### src/rtl/nn_pkg.sv
// Shared definitions for the training sequencer: state encoding and width helper.
package nn_pkg;

    typedef enum logic [2:0] {
        ST_IDLE = 3'd0,
        ST_INIT = 3'd1,
        ST_LOAD = 3'd2,
        ST_FWD  = 3'd3,
        ST_BWD  = 3'd4,
        ST_UPD  = 3'd5,
        ST_DONE = 3'd6
    } nn_state_e;

    // Bits needed to index n items, never less than one.
    function automatic int idx_width(input int n);
        if (n <= 1) begin
            return 1;
        end else begin
            return $clog2(n);
        end
    endfunction

endpackage

### src/rtl/nn_phase_timer.sv
// Loadable down-counter with a registered terminal-count flag. Loaded with
// (duration-1) on entry to a timed phase; tc is high in the last cycle.
module nn_phase_timer #(
    parameter int CNT_W = 2
) (
    input  logic             clk,
    input  logic             reset,
    input  logic             load,
    input  logic             dec,
    input  logic [CNT_W-1:0] load_val,
    output logic             tc
);

    localparam logic [CNT_W-1:0] CNT_ZERO = {CNT_W{1'b0}};
    localparam logic [CNT_W-1:0] CNT_ONE  = CNT_W'(1);

    logic [CNT_W-1:0] count_r;
    logic [CNT_W-1:0] count_next_s;

    // Next count: load wins, otherwise decrement and stop at zero.
    always_comb begin
        count_next_s = count_r;
        if (load) begin
            count_next_s = load_val;
        end else if (dec && (count_r != CNT_ZERO)) begin
            count_next_s = count_r - CNT_ONE;
        end else begin
            count_next_s = count_r;
        end
    end

    // Count register and terminal-count flag aligned with it.
    always_ff @(posedge clk) begin
        if (reset) begin
            count_r <= CNT_ZERO;
            tc      <= 1'b1;
        end else begin
            count_r <= count_next_s;
            tc      <= (count_next_s == CNT_ZERO);
        end
    end

endmodule

### src/rtl/nn_train_ctrl.sv
// Training sequencer: drives parameter-register init/update strobes and steps
// the forward/backward passes over the sample set for N_EPOCHS epochs, or runs
// a single forward-only inference pass.
module nn_train_ctrl
    import nn_pkg::*;
#(
    parameter int N_SAMPLES = 4,
    parameter int N_EPOCHS  = 1000,
    parameter int FWD_LAT   = 3,
    parameter int BWD_LAT   = 4,
    parameter int EPOCH_W   = 16,
    parameter int IDX_W     = idx_width(N_SAMPLES)
) (
    input  logic               clk,
    input  logic               reset,
    input  logic               start,
    input  logic               infer,
    input  logic [IDX_W-1:0]   infer_idx,
    input  logic               abort,
    output logic               select_initial,
    output logic               select_update,
    output logic               sample_load,
    output logic [IDX_W-1:0]   sample_idx,
    output logic               fwd_en,
    output logic               bwd_en,
    output logic               busy,
    output logic               done,
    output logic [EPOCH_W-1:0] epoch
);

    localparam int CNT_W = idx_width((FWD_LAT > BWD_LAT) ? FWD_LAT : BWD_LAT);

    localparam logic [IDX_W-1:0]   IDX_ZERO   = {IDX_W{1'b0}};
    localparam logic [IDX_W-1:0]   IDX_ONE    = IDX_W'(1);
    localparam logic [IDX_W-1:0]   IDX_LAST   = IDX_W'(N_SAMPLES - 1);
    localparam logic [EPOCH_W-1:0] EPOCH_ZERO = {EPOCH_W{1'b0}};
    localparam logic [EPOCH_W-1:0] EPOCH_ONE  = EPOCH_W'(1);
    localparam logic [EPOCH_W-1:0] EPOCH_MAX  = {EPOCH_W{1'b1}};
    localparam logic [EPOCH_W-1:0] EPOCH_LAST = EPOCH_W'(N_EPOCHS);
    localparam logic [CNT_W-1:0]   FWD_LOAD   = CNT_W'(FWD_LAT - 1);
    localparam logic [CNT_W-1:0]   BWD_LOAD   = CNT_W'(BWD_LAT - 1);
    localparam logic [CNT_W-1:0]   CNT_ZERO   = {CNT_W{1'b0}};

    nn_state_e          state_r;
    nn_state_e          state_next_s;
    logic               infer_mode_r;
    logic               infer_mode_next_s;
    logic [IDX_W-1:0]   idx_next_s;
    logic [EPOCH_W-1:0] epoch_next_s;
    logic [EPOCH_W-1:0] epoch_inc_s;
    logic               timer_load_s;
    logic               timer_dec_s;
    logic [CNT_W-1:0]   timer_val_s;
    logic               timer_tc_s;

    nn_phase_timer #(
        .CNT_W (CNT_W)
    ) u_phase_timer (
        .clk      (clk),
        .reset    (reset),
        .load     (timer_load_s),
        .dec      (timer_dec_s),
        .load_val (timer_val_s),
        .tc       (timer_tc_s)
    );

    // Next state, sample index, epoch count and timer control.
    always_comb begin
        state_next_s      = state_r;
        infer_mode_next_s = infer_mode_r;
        idx_next_s        = sample_idx;
        epoch_next_s      = epoch;
        timer_load_s      = 1'b0;
        timer_dec_s       = 1'b0;
        timer_val_s       = CNT_ZERO;
        if (epoch == EPOCH_MAX) begin
            epoch_inc_s = epoch;
        end else begin
            epoch_inc_s = epoch + EPOCH_ONE;
        end

        if (abort) begin
            // Abort drops straight to IDLE; the epoch count is kept.
            state_next_s      = ST_IDLE;
            infer_mode_next_s = 1'b0;
            idx_next_s        = IDX_ZERO;
        end else begin
            case (state_r)
                ST_IDLE, ST_DONE: begin
                    if (start) begin
                        state_next_s      = ST_INIT;
                        infer_mode_next_s = 1'b0;
                        idx_next_s        = IDX_ZERO;
                        epoch_next_s      = EPOCH_ZERO;
                    end else if (infer) begin
                        state_next_s      = ST_LOAD;
                        infer_mode_next_s = 1'b1;
                        idx_next_s        = infer_idx;
                    end else begin
                        state_next_s = state_r;
                    end
                end
                ST_INIT: begin
                    state_next_s = ST_LOAD;
                end
                ST_LOAD: begin
                    state_next_s = ST_FWD;
                    timer_load_s = 1'b1;
                    timer_val_s  = FWD_LOAD;
                end
                ST_FWD: begin
                    if (!timer_tc_s) begin
                        timer_dec_s = 1'b1;
                    end else if (infer_mode_r) begin
                        state_next_s = ST_DONE;
                    end else begin
                        state_next_s = ST_BWD;
                        timer_load_s = 1'b1;
                        timer_val_s  = BWD_LOAD;
                    end
                end
                ST_BWD: begin
                    if (timer_tc_s) begin
                        state_next_s = ST_UPD;
                    end else begin
                        timer_dec_s = 1'b1;
                    end
                end
                ST_UPD: begin
                    if (sample_idx < IDX_LAST) begin
                        idx_next_s   = sample_idx + IDX_ONE;
                        state_next_s = ST_LOAD;
                    end else begin
                        idx_next_s   = IDX_ZERO;
                        epoch_next_s = epoch_inc_s;
                        if (epoch_inc_s == EPOCH_LAST) begin
                            state_next_s = ST_DONE;
                        end else begin
                            state_next_s = ST_LOAD;
                        end
                    end
                end
                default: begin
                    state_next_s      = ST_IDLE;
                    infer_mode_next_s = 1'b0;
                    idx_next_s        = IDX_ZERO;
                end
            endcase
        end
    end

    // State register plus outputs decoded from the next state, so each strobe
    // lines up exactly with the state it belongs to.
    always_ff @(posedge clk) begin
        if (reset) begin
            state_r        <= ST_IDLE;
            infer_mode_r   <= 1'b0;
            sample_idx     <= IDX_ZERO;
            epoch          <= EPOCH_ZERO;
            select_initial <= 1'b0;
            select_update  <= 1'b0;
            sample_load    <= 1'b0;
            fwd_en         <= 1'b0;
            bwd_en         <= 1'b0;
            busy           <= 1'b0;
            done           <= 1'b0;
        end else begin
            state_r        <= state_next_s;
            infer_mode_r   <= infer_mode_next_s;
            sample_idx     <= idx_next_s;
            epoch          <= epoch_next_s;
            select_initial <= (state_next_s == ST_INIT);
            select_update  <= (state_next_s == ST_UPD);
            sample_load    <= (state_next_s == ST_LOAD);
            fwd_en         <= (state_next_s == ST_FWD);
            bwd_en         <= (state_next_s == ST_BWD);
            busy           <= (state_next_s != ST_IDLE) && (state_next_s != ST_DONE);
            done           <= (state_next_s == ST_DONE);
        end
    end

endmodule

### config.mk
export PLATFORM = sky130hd
export DESIGN_NAME = nn_train_ctrl
export DESIGN_NICKNAME = d
export VERILOG_FILES = /design/src/rtl/nn_pkg.sv /design/src/rtl/nn_phase_timer.sv /design/src/rtl/nn_train_ctrl.sv
export SDC_FILE = /design/constraint.sdc
export NUM_CORES = 1
export LEC_CHECK = 0
export BUFFER_PORTS_ARGS = -buffer_cell sky130_fd_sc_hd__buf_2
export CORE_MARGIN = 8
export CORE_UTILIZATION = 25
export DETAILED_ROUTE_END_ITERATION = 16
export PLACE_DENSITY = 0.39
export SYNTH_ARGS = -nofsm -noshare
export SYNTH_HDL_FRONTEND = slang
export SYNTH_HIERARCHICAL = 1
export SYNTH_SLANG_ARGS = --single-unit
### constraint.sdc
create_clock -name clk -period 2.5 [get_ports clk]
set_clock_uncertainty 0.05 [all_clocks]
set_input_delay 0.125 -clock clk [delete_from_list [all_inputs] [get_ports clk]]
set_output_delay 0.125 -clock clk [all_outputs]
set_load 0.1 [all_outputs]
# Word-level counts from Yosys, hierarchy flattened

Cells that the tools add are included.

$lt $le $gt $ge: 1
Reduce and logical (&&, ||, !) cells: 15
$add $sub $neg: 3
Bitwise operators: 3
Eq/ne operators: 18
Muxes and demuxes: 33

Operators with widths:

| cell                                                   | number |
|---|---|
| two-way mux 16 bit                                     | 3 |
| case mux 16 bit (2 select lines)                       | 1 |
| two-way mux 3 bit                                      | 7 |
| equality test 3 bit (second input constant)            | 6 |
| two-way mux 2 bit                                      | 9 |
| case mux 3 bit (6 select lines)                        | 1 |
| adder 16 x 1 -> 16 bit (second input constant)         | 1 |
| equality test 16 x 10 -> 1 bit (second input constant) | 1 |
| equality test 16 bit (second input constant)           | 1 |
| equality test 3 x 2 -> 1 bit (second input constant)   | 4 |
| two-way mux 1 bit                                      | 8 |
| equality test 3 x 1 -> 1 bit (second input constant)   | 2 |
| inequality test 3 bit (second input constant)          | 2 |
| case mux 2 bit (3 select lines)                        | 1 |
| OR reduction 2 bit                                     | 3 |
| OR reduction 5 bit                                     | 1 |
| inequality test 2 bit (second input constant)          | 2 |
| case mux 1 bit (2 select lines)                        | 2 |
| case mux 2 bit (2 select lines)                        | 1 |
| AND reduction 2 bit                                    | 2 |
| AND reduction 4 bit                                    | 1 |
| nonzero test 2 bit                                     | 2 |
| OR reduction 4 bit                                     | 1 |
| logical NOT 3 bit                                      | 1 |
| other kinds (7)                                        | 10 |

Output and inout bits: 25
Flip-flop bits (word level): 32
Input bits: 7
Word-level logic and storage cells: 86

# Depth between registers and ports, before layout

Depth in word-level cells: 9
Depth in mapped cells: 10
Mapped depth without buffers: 8

# Cells and area by module

Netlist, hierarchy kept.

Modules (own cells, without submodules):

| module         | area an instance (sq um) | instances | sequential area each (sq um) | cells each |
|---|---|---|---|---|
| nn_train_ctrl  | 1955.6                   | 1         | 580.6                        | 252 |
| nn_phase_timer | 185.2                    | 1         | 60.1                         | 18 |

# Worst setup path before layout

OpenSTA, ideal clock, no wires.

Kind: reg2reg
From: register epoch[0]
To: register bwd_en
Setup time: 0.088 ns
Slack: -0.893 ns
Arrival: 3.255 ns
Data required time: 2.362 ns
Buffers on the path: 0
Cell stages (with the launch flop): 9
Clock period less this slack: 3.393 ns
Cell sequence: dfxtp_1 > ha_1 > nand4_1 > nor4_1 > mux2_2 > or4_1 > nor4_4 > nor2_2 > nor4_2

Cells in the longest elaborated chain, start to end: 8
Elaborated cells between the ends (all ways): 9
Classes of those cells: 1 x add/sub; 3 x eq/ne; 5 x mux

RTL lines:

| element                                                        | RTL line                                 | source |
|---|---|---|
| start: declaration                                             | nn_train_ctrl.sv:28                      | `output logic [EPOCH_W-1:0] epoch` |
| start signal: assignment                                       | nn_train_ctrl.sv:171                     | `epoch <= epoch_next_s;` |
| adder 16 x 1 -> 16 bit or equality test 16 bit (tied branches) | nn_train_ctrl.sv:79, nn_train_ctrl.sv:76 |  |
| two-way mux 16 bit *                                           | nn_train_ctrl.sv:76                      | `if (epoch == EPOCH_MAX) begin` |
| equality test 16 x 10 -> 1 bit *                               | nn_train_ctrl.sv:136                     | `if (epoch_inc_s == EPOCH_LAST) begin` |
| two-way mux 3 bit *                                            | nn_train_ctrl.sv:136                     |  |
| two-way mux 3 bit *                                            | nn_train_ctrl.sv:130                     | `if (sample_idx < IDX_LAST) begin` |
| case mux 3 bit (6 select lines) *                              | nn_train_ctrl.sv:88                      | `case (state_r)` |
| two-way mux 3 bit *                                            | nn_train_ctrl.sv:82                      | `if (abort) begin` |
| equality test 3 bit *                                          | nn_train_ctrl.sv:176                     | `bwd_en <= (state_next_s == ST_BWD);` |
| end signal: assignment                                         | nn_train_ctrl.sv:176                     |  |
| end: declaration                                               | nn_train_ctrl.sv:25                      | `output logic bwd_en,` |

Mark *: on every way between the ends. The rest lies on a longest branch, timed or not.
A chain may end at the register's enable or synchronous reset.

# Final worst setup path

From: register epoch[1]
To: register busy

Cells in the longest elaborated chain, start to end: 9
Elaborated cells between the ends (all ways): 11
Classes of those cells: 1 x add/sub; 3 x eq/ne; 5 x mux; 2 x reduce/logical

RTL lines:

| element                                                        | RTL line                                 | source |
|---|---|---|
| adder 16 x 1 -> 16 bit or equality test 16 bit (tied branches) | nn_train_ctrl.sv:79, nn_train_ctrl.sv:76 |  |
| two-way mux 16 bit *                                           | nn_train_ctrl.sv:76                      |  |
| equality test 16 x 10 -> 1 bit *                               | nn_train_ctrl.sv:136                     |  |
| two-way mux 3 bit *                                            | nn_train_ctrl.sv:136                     |  |
| two-way mux 3 bit *                                            | nn_train_ctrl.sv:130                     |  |
| case mux 3 bit (6 select lines) *                              | nn_train_ctrl.sv:88                      |  |
| two-way mux 3 bit *                                            | nn_train_ctrl.sv:82                      |  |
| inequality test 3 bit or nonzero test 3 bit (tied branches)    | nn_train_ctrl.sv:177                     | `busy <= (state_next_s != ST_IDLE) && (state_next_s != ST_DONE);` |
| logical AND 1 bit *                                            | nn_train_ctrl.sv:177                     |  |
| end signal: assignment                                         | nn_train_ctrl.sv:177                     |  |
| end: declaration                                               | nn_train_ctrl.sv:26                      | `output logic busy,` |

Marked as above.

==> summary.txt <==
Floorplanning
  – Die span in y: 109 um
  – IO Count: 32
  – Starting density of the core: 0.259
  – Core Box Area: 0.00826 mm^2
  – Die Area: 0.0118 mm^2
  – Chip width: 109 um
  – Standard-cell row count: 33

Synthesis
  – Synth top area cells: dfxtp_1 30%, a21oi_1 5.6%, nor2_1 5.3%, nor3_1 4.7%, nand2_1 3.3%
  – Async set or reset register ratio after synthesis: 0
  – Number of synthesized flops with an enable pin: 0
  – Yosys top cell area share: 0.299
  – Syn_nets: 280
  – Avg Cell Area, Syn: 7.93 um^2
  – Count leader, synth: dfxtp_1
  – Post-synthesis cell type count: 64
  – Register bit total from synthesis: 32
  – Area leader, netlist: dfxtp_1
  – Sequential cell area fraction in the yosys report: 0.299
  – Most instantiated cells after synthesis: 32 x dfxtp_1, 30 x nor2_1, 24 x a21oi_1
  – Post-synth top flop: dfxtp_1
  – Yosys warns: 6
  – Area of the mapped netlist: 0.00214 mm^2
  – Syn Inst Count: 270

Clock tree
  – Clock Latency Late Sink: 0.29 ns
  – CTS buffer count: 5
  – H-Tree Depth: 2
  – CTS Sinks: 32
  – Clock Pin Slew Worst Setup and Hold Paths: 0.09 ns
  – Root buf cell: clkbuf_8
  – CTS Buffer Depth: 2
  – CTS tree: yes

Global routing
  – Global-route wire length before repair: 11.4 mm
  – Largest net degree at the start of global routing: 23
  – Gr ovfl total: 0
  – Initial antenna violation count: 0
  – Vias in the first global route: 2183
  – Gr usage total: 0.119

Timing
  – Fin. max-slew vios: 0
  – Fmax achieved: 0.424 GHz
  – # setup viols final: 0
  – Setup TNS Final: 0 ns
  – PnR worst setup slack: 0.141 ns
  – Hold_ws: 0.143 ns
  – Minimum clock period: 2.36 ns
  – Worst rel slew slack: 0.646
  – Slew of the pin with the lowest slew margin: 0.527 ns
  – Hold Vio Cnt, Final: 0
  – Final period util: 0.944

Worst setup path
  – Setup CP Type: reg -> reg
  – WP data required: 2.63 ns
  – Arrival time worst endpoint: 2.49 ns
  – Critical path endpoint category: flop
  – Worst Path Max Fanout: 5
  – R2R Setup Slk: 0.14 ns
  – Worst Setup Start Kind: flop
  – FF-to-FF Start: epoch[1]
  – Beginning of the critical path: epoch[1]

Route
  – Vias: 2200
  – Initial DRC count: 56
  – WL/cell: 16.3 um
  – Final WL: 6.75 mm
  – DR pass1 iterations: 4
  – Vias per std cell: 5.33
  – Final ANT Viol Nets: 0
  – # DRC: 0

Hold path
  – Critical hold path startpoint: abort
  – Hold Path Class: in -> reg

Cells and area
  – Finished Core Util: 0.329
  – # nets final: 317
  – Final Instance Count excl. Fillers: 413
  – P&R area growth vs syn: 27.1%
  – Number of antenna repair diodes: 0
  – Cell area after layout: 0.00272 mm^2
  – Share of cells above drive strength 1: 0.360

Place
  – PortBufs: 31
  – RePlAce Congestion: 0.786
  – Area after DPL: 0.00252 mm^2
  – Post-Place Cells: 400
  – DP Worst Slack: 0.106 ns
  – Dpl hpwl: 4.89 mm

Run
  – Max-cap violations: 0

Power and ir drop
  – Total Power: 1.22 mW
  – VDD IR max: 0.212 mV
  – Pwr/cell area: 448 mW/mm^2
  – LEAKAGE: 1.01 nW

Outcome
  – Status: completed
routing by layer:
layer	share of wire	track usage	vias up
met2	0.46	0.186	36
li1	-	-	1106
met3	0.039	0.0232	2
met4	0.0046	0.0303	0
met5	0	0	-
met1	0.49	0.163	1056
kinds of logic after synthesis:
logic type | share of synthesized area
simple gates | 0.338
xor+xnor | 0.00409
buf+inv | 0.0608
fa+ha+maj | 0.0175
mux | 0.00526
flops | 0.299
compound gates | 0.275
cell type report:
cell class / instances / area [um^2]
Sequential cell: 32 / 698
Fill cell: 917 / 5540
Tap cell: 105 / 131
Timing Repair Buffer: 50 / 298
Multi-Input combinational cell: 212 / 1440
Clock buffer: 7 / 96.3
Inverter: 6 / 22.5
Clock inverter: 1 / 30.0
layout by cell type (no fill, tap or decap), types with 5 or more instances in the layout:
cell      synthesis  final
a21oi_1          24     24
a22oi_1           5      5
a31oi_1           5      5
a32o_1            5      5
buf_2             2     31
buf_4             4     19
clkbuf_8          0      7
dfxtp_1          32     14
dfxtp_4           0     14
inv_1             6      6
nand2_1          19     19
nand2b_1          8      8
nand3_1           7      6
nor2_1           30     30
nor2b_1           5      5
nor3_1           20     18
o21ai_0           9      9
registers in the layout, summed over array words and instances, names as in the netlist, 2 cells and up:
register,flops
state_r,3
sample_idx,2
u_phase_timer/count_r,2
epoch,16
worst max-delay path, cell delays in order (launching register included):
cell and delay [ns]:
dfxtp_4 0.39, ha_4 0.16, and4_1 0.27, o21ai_0 0.12
a32o_1 0.28, or4_4 0.54, nor3_1 0.14, nor4bb_2 0.23
nor3_1 0.07
timing repair:
action / in CTS / in global routing
setup buffers: 0 / 5
gates resized for setup: 0 / 5
setup endpoints to repair: 0 / 5
hold buffers: 0 / 0
path summary, 6_finish.rpt:
path | end | cells past startpoint
worst max-delay path | busy | 8
worst min-delay path | sample_idx[0] | 2
worst max register to register | busy | 8
worst min register to register | epoch[10] | 1
report_power, final:
part / total (mW) / switching [mW] / internal, mW
Sequential: 0.508 / 0.00502 / 0.503
Combinational: 0.145 / 0.101 / 0.0442
Clock: 0.565 / 0.213 / 0.352
(Power assumes the default switching activity.)
